==> src/rtl/bnn_seq_ctrl.sv <==
// Top-level sequencer for the MNIST BNN. Drives the shared stage bus through
// IDLE -> LOAD -> L1 -> L2 -> L3 -> DONE on per-stage done handshakes, latches the
// classified digit, and aborts to IDLE with a sticky error if any stage stalls.
module bnn_seq_ctrl #(
  parameter int unsigned TIMEOUT_CYC = 1023,
  parameter int unsigned CNT_W       = 10
) (
  input  logic             clk,
  input  logic             reset_n,
  input  logic             start,
  input  logic             load_done,
  input  logic             l1_done,
  input  logic             l2_done,
  input  logic             l3_done,
  input  logic [3:0]       l3_class,
  output logic [2:0]       state,
  output logic             stage_start,
  output logic             busy,
  output logic [3:0]       digit,
  output logic             digit_valid,
  output logic             err_timeout
);

  typedef enum logic [2:0] {
    StIdle = 3'd0,
    StLoad = 3'd1,
    StL1   = 3'd2,
    StL2   = 3'd3,
    StL3   = 3'd4,
    StDone = 3'd5
  } state_e;

  localparam logic [CNT_W-1:0] TimeoutVal = CNT_W'(TIMEOUT_CYC);

  state_e           state_q, state_d;
  logic [CNT_W-1:0] cnt_q, cnt_d, cnt_inc;
  logic             stage_start_q, stage_start_d;
  logic             busy_q, busy_d;
  logic [3:0]       digit_q, digit_d;
  logic             digit_valid_q, digit_valid_d;
  logic             err_q, err_d;
  logic             in_stage;
  logic             timeout;

  // Watchdog: saturating count; abort when this edge would bring the count to the limit,
  // so a stage may occupy at most TIMEOUT_CYC cycles.
  always_comb begin
    in_stage = (state_q == StLoad) || (state_q == StL1) ||
               (state_q == StL2)   || (state_q == StL3);
    cnt_inc  = (cnt_q == TimeoutVal) ? cnt_q : cnt_q + CNT_W'(1);
    timeout  = in_stage && (cnt_inc == TimeoutVal);
  end

  // Next-state and registered-output decode; a matching done always beats the watchdog.
  always_comb begin
    state_d = state_q;
    digit_d = digit_q;
    err_d   = err_q;
    unique case (state_q)
      StIdle: begin
        if (start) begin
          state_d = StLoad;
          err_d   = 1'b0;
        end
      end
      StLoad: begin
        if (load_done) begin
          state_d = StL1;
        end else if (timeout) begin
          state_d = StIdle;
          err_d   = 1'b1;
        end
      end
      StL1: begin
        if (l1_done) begin
          state_d = StL2;
        end else if (timeout) begin
          state_d = StIdle;
          err_d   = 1'b1;
        end
      end
      StL2: begin
        if (l2_done) begin
          state_d = StL3;
        end else if (timeout) begin
          state_d = StIdle;
          err_d   = 1'b1;
        end
      end
      StL3: begin
        if (l3_done) begin
          state_d = StDone;
          digit_d = l3_class;
        end else if (timeout) begin
          state_d = StIdle;
          err_d   = 1'b1;
        end
      end
      StDone: begin
        // Require start to drop before another run can begin.
        if (!start) begin
          state_d = StIdle;
        end
      end
      default: state_d = StIdle;
    endcase

    cnt_d         = ((state_d != state_q) || !in_stage) ? '0 : cnt_inc;
    stage_start_d = (state_d != state_q) &&
                    ((state_d == StL1) || (state_d == StL2) || (state_d == StL3));
    busy_d        = (state_d == StLoad) || (state_d == StL1) ||
                    (state_d == StL2)   || (state_d == StL3);
    digit_valid_d = (state_d == StDone);
  end

  // State, watchdog and all outputs registered together.
  always_ff @(posedge clk or negedge reset_n) begin
    if (!reset_n) begin
      state_q       <= StIdle;
      cnt_q         <= '0;
      stage_start_q <= 1'b0;
      busy_q        <= 1'b0;
      digit_q       <= 4'd0;
      digit_valid_q <= 1'b0;
      err_q         <= 1'b0;
    end else begin
      state_q       <= state_d;
      cnt_q         <= cnt_d;
      stage_start_q <= stage_start_d;
      busy_q        <= busy_d;
      digit_q       <= digit_d;
      digit_valid_q <= digit_valid_d;
      err_q         <= err_d;
    end
  end

  assign state       = state_q;
  assign stage_start = stage_start_q;
  assign busy        = busy_q;
  assign digit       = digit_q;
  assign digit_valid = digit_valid_q;
  assign err_timeout = err_q;

endmodule

==> config.mk <==
export PLATFORM = sky130hd
export DESIGN_NAME = bnn_seq_ctrl
export DESIGN_NICKNAME = d
export VERILOG_FILES = /design/src/rtl/bnn_seq_ctrl.sv
export SDC_FILE = /design/constraint.sdc
export NUM_CORES = 1
export LEC_CHECK = 0
export BUFFER_PORTS_ARGS = -buffer_cell sky130_fd_sc_hd__clkbuf_2
export CORE_UTILIZATION = 30
export DETAILED_ROUTE_END_ITERATION = 8
export PLACE_DENSITY = 0.46
export SLEW_MARGIN = 20
export SYNTH_ARGS = -nofsm -noshare
export SYNTH_HDL_FRONTEND = slang
export SYNTH_SLANG_ARGS = --single-unit
==> constraint.sdc <==
create_clock -name clk -period 5.5 [get_ports clk]
set_input_delay 1.1 -clock clk [delete_from_list [all_inputs] [get_ports clk]]
set_output_delay 1.1 -clock clk [all_outputs]
set_load 0.02 [all_outputs]
==> Implementation_results.wiki, run 1 <==
{| class="wikitable"
! Metric !! Value
|-
| Post-CTS Repair Setup Buffers || 0
|-
| Max-capacitance violation count || 0
|-
| Crit path DAT || ~2.8 ns
|-
| Post-synthesis area per instance || between 9 and 10 um2
|-
| Worst-case clock buffer depth || 2
|-
| GR Util All Layers || 14.30%
|-
| Std-Cell Core Area || 4144 um2
|-
| IR drop worst, VDD || approximately 200 uV
|-
| Number of standard cells in the final layout excluding fillers || 212
|-
| Number of port buffers || 21
|-
| CP max FO || 9
|-
| Transition at the pin with the smallest max-transition slack || 0.5450 ns
|-
| Clock Root Buffer || clkbuf_8
|-
| GPL Wtd Cong || ~0.86
|-
| Number of global-route vias before repair || between 1000 and 1500
|-
| Type of destination of the critical path || flop
|-
| Max-slew violations || 0
|-
| Setup repair after global routing missed its margin || false
|-
| Remaining DRCs || 0
|-
| Count of buffer and inverter cells on the critical path || 1
|-
| Delay contributed by the slowest stage of the critical path || around 0.63 ns
|-
| Worst min-delay path class || reg2reg
|-
| Portion of the clock cycle consumed by the worst path in the final layout || about 49%
|-
| Fraction of the yosys area taken by sequential cells || roughly 39%
|-
| Number of nets at the end of the flow || 175
|-
| Synth async-reset ratio || 100.0%
|-
| Post-detailed-placement half-perimeter wirelength || approximately 2200 um
|-
| Detailed-route wire length || around 2900 um
|-
| Worst setup margin || approximately 2.8 ns
|-
| Start-to-end type of the worst setup path || reg2reg
|-
| Run status || finished clean
|-
| Main combinational cell family by area after synthesis || simple AND/OR/NAND/NOR gates
|-
| Final Skew || approximately 0.0011 ns
|-
| Fraction of synthesized area in multiplexers || a little over 7%
|-
| Area share of and/or/nand/nor cells after synthesis || approximately 25%
|-
| Global route total overflow || 0
|-
| Total CTS buffers || 3
|-
| Number of top-level pins || 22
|-
| DR vias/cell || ~5.3
|-
| Antenna violations before repair || 0
|-
| Number of placement rows || 23
|-
| Width of the chip || between 60 and 70 um
|-
| Critical Path RT || 5.63 ns
|-
| Pin count of the biggest net entering global routing || 22
|-
| Number of instances in the synthesized netlist || 144
|-
| Number of setup violations in the final report || 0
|-
| Final period demand of the worst path || around 2.7 ns
|-
| Achievable frequency || 0.3693 GHz
|-
| Fill cell instance count of the final layout || 430
|-
| Critical-path cell with the highest stage delay || or4_4
|-
| Clock latency on the worst-skew pair || 0.26 ns
|-
| DR iter-0 viols || roughly 120
|-
| Cts-stage hold buffer count || 0
|-
| Area of the multi-input gates || 755.7 um2
|-
| Net count of the mapped netlist || approximately 160
|-
| Area used by sequential logic in the layout || approximately 530 um2
|-
| Critical path cell sequence || ha_1 > inv_1 > or4_4 > o21a_1 > a21oi_2 > nor3b_4 > a21bo_2 > a211oi_1
|-
| Number of synthesized register bits || 21
|-
| Leakage component of the power || about 0.66 nW
|-
| Area growth, synth to finish || 13.31%
|-
| Average wire per standard cell || around 14 um
|-
| Share of the synthesized area in compound gates (AO/OA/AOI/OAI) || 19.68%
|-
| Total number of clock tree sinks || 21
|-
| Number of unique standard cell types used by synthesis || 45
|-
| Number of instances in the placed design || between 200 and 250
|-
| CTS-repair resized insts || 0
|-
| Clock tree from TritonCTS || done
|-
| Total number of vias || around 1100
|-
| Starting utilization of the core area || around a third
|-
| Number of iterations in the first detailed-routing pass || 4
|-
| Count of inserted antenna diode cells || 0
|-
| Number of synthesized flops with an enable pin || 0
|-
| Post-detailed-route count of antenna-violating nets || 0
|-
| Fraction of final layout cells with drive strength greater than 1 || 25.31%
|-
| Dominant synthesized flop cell || dfrtp_1
|-
| Die area || around 4700 um2
|-
| Final hold violation count || 0
|-
| Netlist area before placement || between 1000 and 1500 um2
|-
| Setup slack after placement || 2.694 ns
|-
| Total number of H-tree levels || 1
|-
| Top cell family by delay on the critical path || simple AND/OR/NAND/NOR gates
|-
| Headroom to the max-slew limit || between 60 and 70%
|-
| Power per Cell Area || around 420 nW/um2
|-
| Chip height || slightly below 70 um
|-
| Most used cells in the layout excluding fill and tap cells || dfrtp_1, clkbuf_2, nor2_1
|-
| Setup crit start kind || flop
|-
| Final standard cell area without fillers || between 1500 and 2000 um2
|-
| Synthesized-area fraction occupied by xor and xnor cells || 2.624%
|-
| Adder and majority cell fraction of the synthesized area || 1.687%
|-
| Clock slew at the register clock pins of the worst setup and hold paths || 0.08 ns
|-
| Total number of yosys warnings || 0
|-
| Total negative slack || 0 ns
|-
| Wire length of the first global-routing pass || between 4000 and 5000 um
|-
| Standard cell area after detailed placement || between 1000 and 1500 um2
|}
## cells by family (layout without fill, tap and decap cells)
| group | after synthesis | after routing |
|---|---|---|
| buffers and inverters | 11 | 29 |
| and+or+nand+nor | 57 | 57 |
| AOI/OAI and AO/OA | 40 | 40 |
| xor gates and xnor gates | 4 | 4 |
| DFF | 21 | 21 |
| muxes | 9 | 9 |
| adders and majority gates | 2 | 2 |
## worst reg2reg max path, stage by stage (launching register included)
cell	delay, ns
dfrtp_1	0.45
ha_1	0.35
inv_1	0.13
or4_4	0.63
o21a_1	0.15
a21oi_2	0.18
nor3b_4	0.29
a21bo_2	0.31
a211oi_1	0.09
## metal layers
metal	part of all wire (%)	wire, um	track usage [%]	vias up
li1	-	-	-	558
met1	50	1459	21.30	543
met2	45	1291	20.71	26
met3	3.4	98	1.974	5
met4	1.5	44	5.357	0
met5	0	0	0	-
## power by group
| part | internal (mW) | switching, mW | total (mW) | leakage [nW] |
|---|---|---|---|---|
| Clock | 0.0512 | 0.0539 | 0.105 | 0.0217 |
| Combinational | 0.124 | 0.165 | 0.289 | 0.367 |
| Sequential | 0.191 | 0.0539 | 0.245 | 0.276 |
## state kept, by name, indices dropped and copies added (netlist names)
register / flops
digit: 4
state: 3
digit_valid: 1
stage_start: 1
cnt_q: 10
busy: 1
err_timeout: 1
## Yosys cell counts (2+ instances only)
master	number	area, um2
nand2_1	11	41.29
nor2b_1	4	25.02
xor2_1	2	17.52
inv_1	4	15.01
xnor2_1	2	17.52
dfrtp_1	21	525.5
a22oi_1	3	22.52
o21a_1	4	30.03
or3b_2	3	26.28
a211oi_1	2	15.01
nor3b_1	2	15.01
o31a_1	2	17.52
clkbuf_1	4	15.01
nor2_1	15	56.30
nor3_1	5	25.02
mux2_2	5	56.30
a21oi_1	14	70.07
nand4_1	2	12.51
nand2b_1	3	18.77
and4_1	2	17.52
o21ai_0	7	35.03
mux2i_1	4	40.04
## cell type report
type / count / area share [%]
Tap cell: 50 / 4.136
Clock buffer: 3 / 2.730
Timing Repair Buffer: 21 / 6.948
Sequential cell: 21 / 34.74
Inverter: 4 / 0.9926
Clock inverter: 1 / 0.4963
Multi-Input combinational cell: 112 / 49.96
## final timing paths
path,start,end,slack (ns),cells past startpoint
worst max register to register,cnt_q[0],cnt_q[5],2.79,8
worst min-delay path,digit[3],digit[3],0.51,1
min in group asynchronous,reset_n,digit[3],0.79,1
worst max-delay path,cnt_q[0],cnt_q[5],2.79,8
worst min register to register,digit[3],digit[3],0.51,1
max in group asynchronous,reset_n,cnt_q[6],4.36,1
## through the flow
stage	util [%]	hold slack, ns	total power, mW
after floorplan	-	0.5277	0.4633
after global placement	35.33	0.4879	0.5381
after detailed placement	35.33	0.4962	0.5392
after CTS	36.50	0.5168	0.6474
after global routing	36.50	0.5452	0.6893
final	36.50	0.5107	0.6389
No activity file was read; power rests on OpenSTA's default activity.
==> inputs of run 2 (changes only) <==
--- a/config.mk
+++ b/config.mk
@@ -8,7 +8,7 @@
 export BUFFER_PORTS_ARGS = -buffer_cell sky130_fd_sc_hd__clkbuf_2
 export CORE_UTILIZATION = 30
 export DETAILED_ROUTE_END_ITERATION = 8
-export PLACE_DENSITY = 0.46
+export PLACE_DENSITY = 0.48
 export SLEW_MARGIN = 20
 export SYNTH_ARGS = -nofsm -noshare
 export SYNTH_HDL_FRONTEND = slang
==> constraint.sdc (replaced) <==
create_clock -name clk -period 2.2 [get_ports clk]
set_input_delay 0.44 -clock clk [delete_from_list [all_inputs] [get_ports clk]]
set_output_delay 0.44 -clock clk [all_outputs]
set_load 0.02 [all_outputs]
==> run 2 against run 1 <==
Compared with the run above: clock skew grew 0.0012 ns; register-to-register slack worse by 2.7 ns; flip-flop and latch count unchanged; global-route usage rose by 0.61 points; wire length increased by 9.1%; die area stayed put; sequential power is 140% higher; design area increased by 11%; final cell count is 9.9% higher; critical endpoint is now cnt_q[8]; largest power group unchanged; highest routed layer unchanged.
==> Implementation_results.wiki, run 2 (same netlist as run 1, synthesis figures left out) <==
{| class="wikitable"
! Metric !! Value
|-
| Run status || finished clean
|-
| Chip height || between 60 and 70 um
|-
| Setup repair after global routing missed its margin || true
|-
| Total number of H-tree levels || 1
|-
| Number of setup violations in the final report || 0
|-
| Post-CTS Repair Setup Buffers || 0
|-
| Critical Path RT || 2.36 ns
|-
| Final hold violation count || 0
|-
| Remaining DRCs || 0
|-
| Fraction of final layout cells with drive strength greater than 1 || 36.07%
|-
| Most used cells in the layout excluding fill and tap cells || clkbuf_2, buf_4, dfrtp_1
|-
| Final period demand of the worst path || 2.103 ns
|-
| Global route total overflow || 0
|-
| Setup crit start kind || flop
|-
| Standard cell area after detailed placement || about 1600 um2
|-
| Final Skew || approximately 0.0022 ns
|-
| Headroom to the max-slew limit || between 60% and 70%
|-
| Switching power || 0.7219 mW
|-
| Total negative slack || 0 ns
|-
| Clock slew at the register clock pins of the worst setup and hold paths || 0.08 ns
|-
| Pin count of the biggest net entering global routing || 22
|-
| Number of placement rows || 23
|-
| Achievable frequency || around 0.48 GHz
|-
| Crit path DAT || 2.26 ns
|-
| Internal power contribution || 1.000 mW
|-
| Total number of clock tree sinks || 21
|-
| Total number of vias || around 1200
|-
| Post-detailed-placement half-perimeter wirelength || around 2400 um
|-
| DR iter-0 viols || just over 40
|-
| Wire length of the first global-routing pass || 5188 um
|-
| Start-to-end type of the worst setup path || reg2reg
|-
| Reg-to-reg setup timing slack || approximately 0.1 ns
|-
| GR Util All Layers || 14.91%
|-
| DR vias/cell || 5.129
|-
| Max-slew violations || 0
|-
| Number of nets at the end of the flow || slightly below 200
|-
| Worst min-delay path class || in2async
|-
| Leakage component of the power || 0.7674 nW
|-
| Total CTS buffers || 3
|-
| Register with the highest flop count || cnt_q
|-
| Type of destination of the critical path || flop
|-
| Detailed-route wire length || approximately 3200 um
|-
| End of the worst register-to-register path || cnt_q[8]
|-
| Clock tree from TritonCTS || done
|-
| Area growth, synth to finish || 26.24%
|-
| Number of top-level pins || 22
|-
| Number of iterations in the first detailed-routing pass || 4
|-
| Clock latency on the worst-skew pair || approximately 0.26 ns
|-
| Power share of the combinational group || between 50% and 60%
|-
| Width of the chip || 68.71 um
|-
| Average wire per standard cell || between 10 and 15 um
|-
| IR drop worst, VDD || 649.1 uV
|-
| GPL Wtd Cong || 0.8205
|-
| Power per Cell Area || about 1000 nW/um2
|-
| Worst r2r src || cnt_q[0]
|-
| Number of port buffers || 21
|-
| Starting utilization of the core area || around 32%
|-
| Smallest hold slack || roughly 0.14 ns
|-
| Count of inserted antenna diode cells || 0
|-
| Worst-case clock buffer depth || 2
|-
| Number of global-route vias before repair || 1151
|-
| Die area || 4721 um2
|-
| Portion of the clock cycle consumed by the worst path in the final layout || around 96%
|-
| Launch point of the critical path || cnt_q[0]
|-
| Worst Reg2Reg Path Length in Cells || 8
|-
| CP max FO || 4
|-
| Transition at the pin with the smallest max-transition slack || 0.5467 ns
|-
| Clock Root Buffer || clkbuf_8
|-
| Max FFs per register || 10
|-
| Std-Cell Core Area || 4144 um2
|-
| Antenna violations before repair || 0
|-
| Max-capacitance violation count || 0
|-
| Capture point of the worst path || cnt_q[8]
|-
| Reg power frac || between 30 and 40%
|-
| Post-detailed-route count of antenna-violating nets || 0
|-
| Part of the total power dissipated in the clock network || 15.3%
|-
| Power Total || 1.722 mW
|-
| Switching share of total power || roughly two fifths
|-
| Final standard cell area without fillers || 1685 um2
|}
run 2: through the flow:
| step | utilization [%] | cells | worst slack [ns] |
|---|---|---|---|
| 5_1_grt | 40.67 | 233 | -0.03454 |
| 2_1_floorplan | - | 144 | -0.01851 |
| 3_5_place_dp | 39.46 | 229 | 0.04090 |
| 3_3_place_gp | 39.46 | 229 | 0.07196 |
| 4_1_cts | 40.64 | 233 | 0.03125 |
| 6_report | 40.67 | 233 | 0.09742 |
run 2: worst max-delay path, stage by stage (launching register included):
cell	delay [ns]
dfrtp_2	0.41
ha_4	0.16
inv_2	0.05
or4_4	0.47
o21a_1	0.13
a21oi_2	0.12
nor3b_4	0.26
o21ai_0	0.17
and4_1	0.23
run 2: power groups by stage:
stage | Sequential, mW | Combinational (mW) | Clock (mW)
2_1_floorplan | 0.652 | 0.528 | 0
3_3_place_gp | 0.576 | 0.878 | 0
3_5_place_dp | 0.581 | 0.878 | 0
4_1_cts | 0.573 | 0.880 | 0.276
5_1_grt | 0.595 | 0.953 | 0.283
6_report | 0.576 | 0.882 | 0.264
run 2: timing repair:
action,CTS,global route
endpoints found under the setup margin,0,12
gates resized for setup,0,1
hold buffers,0,0
run 2: worst min path at each step:
| stage | start | end | slack (ns) | cells past startpoint |
|---|---|---|---|---|
| CTS | reset_n | digit[3] | 0.16 | 1 |
| detailed placement | reset_n | digit[3] | 0.45 | 1 |
| global placement | reset_n | digit[3] | 0.45 | 1 |
| global route | reset_n | digit[3] | 0.19 | 1 |
| floorplan | reset_n | busy | 0.14 | 0 |
| finish | reset_n | digit[3] | 0.14 | 1 |
run 2: final cells by class:
class	count	area (um2)
clock inverter	1	7.507
tap	50	62.56
fill	436	2459
inverter	4	15.01
clock buffer	3	41.29
timing repair buffer	42	262.8
multi-input combinational	112	768.2
sequential	21	528.0
run 2: per-layer routing:
| metal | vias up | global-route usage [%] | part of all wire [%] |
|---|---|---|---|
| li1 | 602 | - | - |
| met1 | 565 | 19.74 | 48 |
| met2 | 23 | 24.39 | 47 |
| met3 | 5 | 1.974 | 3.2 |
| met4 | 0 | 6.122 | 1.7 |
| met5 | - | 0 | 0 |
==> inputs of run 3 (changes only) <==
--- a/config.mk
+++ b/config.mk
@@ -5,10 +5,11 @@
 export SDC_FILE = /design/constraint.sdc
 export NUM_CORES = 1
 export LEC_CHECK = 0
-export BUFFER_PORTS_ARGS = -buffer_cell sky130_fd_sc_hd__clkbuf_2
+export CORE_MARGIN = 2
 export CORE_UTILIZATION = 30
 export DETAILED_ROUTE_END_ITERATION = 8
-export PLACE_DENSITY = 0.48
+export DONT_BUFFER_PORTS = 1
+export PLACE_DENSITY = 0.43
 export SLEW_MARGIN = 20
 export SYNTH_ARGS = -nofsm -noshare
 export SYNTH_HDL_FRONTEND = slang
==> run 3 against run 2 <==
Compared with the run above: critical path depth shrank 1; first-iteration DRC count grew 4.9%; wire length up 5.4%; global-route usage down 1.7 points; design area down 1.6%; final cell count is 6.0% lower; clock power rose by 2%; power rose by 0.97%; sequential power rose by 9.9%; critical endpoint is now busy; highest routed layer unchanged.
==> Implementation_results.wiki, run 3 (same netlist as run 1, synthesis figures left out) <==
{| class="wikitable"
! Metric !! Value
|-
| Worst Reg2Reg Path Length in Cells || 7
|-
| Achievable frequency || roughly 0.47 GHz
|-
| Number of setup violations in the final report || 0
|-
| Standard cell area after detailed placement || about 1500 um2
|-
| Start-to-end type of the worst setup path || reg2reg
|-
| Total number of H-tree levels || 1
|-
| Remaining DRCs || 0
|-
| Max FFs per register || 10
|-
| Area used by sequential logic in the layout || ~530 um2
|-
| End of the worst register-to-register path || busy
|-
| Crit path DAT || between 2 and 2.5 ns
|-
| Die area || about 5000 um2
|-
| Starting utilization of the core area || approximately 31%
|-
| Power per Cell Area || between 1000 and 1500 nW/um2
|-
| Number of nets at the end of the flow || 180
|-
| GR Util All Layers || between 10% and 20%
|-
| Number of port buffers || 0
|-
| Setup repair after global routing missed its margin || true
|-
| Wire length of the first global-routing pass || 5292 um
|-
| Total CTS buffers || 3
|-
| Global routing usage on met3 || approximately 3.4%
|-
| Clock slew at the register clock pins of the worst setup and hold paths || about 0.09 ns
|-
| Reg-to-reg setup timing slack || around 0.085 ns
|-
| Fill cell instance count of the final layout || 461
|-
| Number of top-level pins || 22
|-
| Area of the multi-input gates || a little over 800 um2
|-
| Worst setup margin || between 0.08 and 0.09 ns
|-
| Transition at the pin with the smallest max-transition slack || ~0.5 ns
|-
| Clock latency on the worst-skew pair || between 0.2 and 0.3 ns
|-
| Chip height || around 71 um
|-
| Width of the chip || slightly above 70 um
|-
| Final standard cell area without fillers || ~1700 um2
|-
| Final period demand of the worst path || about 2.1 ns
|-
| Pin count of the biggest net entering global routing || 22
|-
| Leakage component of the power || 0.7080 nW
|-
| Count of inserted antenna diode cells || 0
|-
| Register with the highest flop count || cnt_q
|-
| Post-detailed-placement half-perimeter wirelength || 2352 um
|-
| Final hold violation count || 0
|-
| Portion of the clock cycle consumed by the worst path in the final layout || 96.15%
|-
| Final Skew || about 0.0054 ns
|-
| Headroom to the max-slew limit || 66.91%
|-
| Setup slack after placement || approximately 0.014 ns
|-
| Detailed-route wire length || 3330 um
|-
| Max-capacitance violation count || 0
|-
| Most common library cell in the layout ignoring fill and taps || buf_4
|-
| Met1 track demand over resource in global routing || 19.82%
|-
| Type of destination of the critical path || flop
|-
| Worst min-delay path class || in2async
|-
| Smallest hold slack || between 0.1 and 0.15 ns
|-
| Most used cells in the layout excluding fill and tap cells || buf_4, dfrtp_1, nor2_1
|-
| Antenna violations before repair || 0
|-
| Setup crit start kind || flop
|-
| Global-route met2 utilization || between 10% and 20%
|-
| Max-slew violations || 0
|-
| DR iter-0 viols || 43
|-
| Number of iterations in the first detailed-routing pass || 4
|-
| IR drop worst, VDD || roughly 460 uV
|-
| Power Total || about 1.7 mW
|-
| Clock Root Buffer || clkbuf_8
|-
| Worst-case clock buffer depth || 2
|-
| DR vias/cell || approximately 5.2
|-
| Total number of vias || between 1000 and 1500
|-
| Fraction of final layout cells with drive strength greater than 1 || about a third
|-
| Utilization after layout || a little under two fifths
|-
| Number of global-route vias before repair || 1067
|-
| GPL Wtd Cong || between 0.8 and 0.9
|-
| Area growth, synth to finish || 24.18%
|-
| Peak-usage layer in the global routing report || met1
|-
| Total number of clock tree sinks || 21
|-
| Number of placement rows || 24
|-
| Clock tree from TritonCTS || done
|-
| Global route total overflow || 0
|-
| Average wire per standard cell || between 15 and 20 um
|-
| Std-Cell Core Area || 4324 um2
|-
| Run status || finished clean
|-
| CP max FO || 4
|-
| Critical Path RT || around 2.4 ns
|-
| Post-detailed-route count of antenna-violating nets || 0
|-
| Worst r2r src || cnt_q[0]
|}
==> run 3: worst max path at each step <==
stage,startpoint,end,slack (ns)
floorplan,cnt_q[1],busy,-0.02
global placement,cnt_q[2],cnt_q[3],0.05
detailed placement,cnt_q[1],busy,0.01
CTS,cnt_q[0],busy,0.007
global route,cnt_q[8],busy,-0.03
finish,cnt_q[0],busy,0.08
==> run 3: cell type report <==
| cell class | instances | area share [%] |
|---|---|---|
| clock buffers | 3 | 2.491 |
| clock inverters | 1 | 0.4528 |
| inverters | 4 | 0.9057 |
| multi-input cells | 112 | 48.83 |
| flip-flops and latches | 21 | 31.77 |
| well taps | 52 | 3.925 |
| repair buffers | 26 | 11.62 |
==> run 3: metrics by stage <==
stage	std cells	TNS [ns]
floorplan	144	-0.01851
global placement	208	0
detailed placement	208	0
CTS	215	0
global route	219	-0.04965
finish	219	0
==> run 3: repair_timing <==
action | CTS | global route
pin swaps | 0 | 7
buffers inserted | 2 | 4
hold buffers | 1 | 0
hold endpoints to repair | 21 | 0
gates resized for setup | 0 | 9
setup endpoints to repair | 1 | 13
==> run 3: metal layers <==
layer | share of wire (%) | up-vias
li1 | - | 573
met1 | 51 | 550
met2 | 45 | 22
met3 | 3.8 | 2
met4 | 0.54 | 0
met5 | 0 | -
==> run 3: power breakdown <==
part	switching (mW)	total (mW)	internal [mW]
sequential	0.153	0.633	0.480
clock	0.141	0.269	0.128
combinational	0.454	0.837	0.384
==> run 3: critical path, cell delays in order, from the launching register on <==
cell     delay (ns)
dfrtp_2        0.41
buf_4          0.14
nand2_1        0.10
o31a_1         0.30
o32a_1         0.36
nor3b_4        0.32
o22ai_4        0.13
o31a_1         0.25
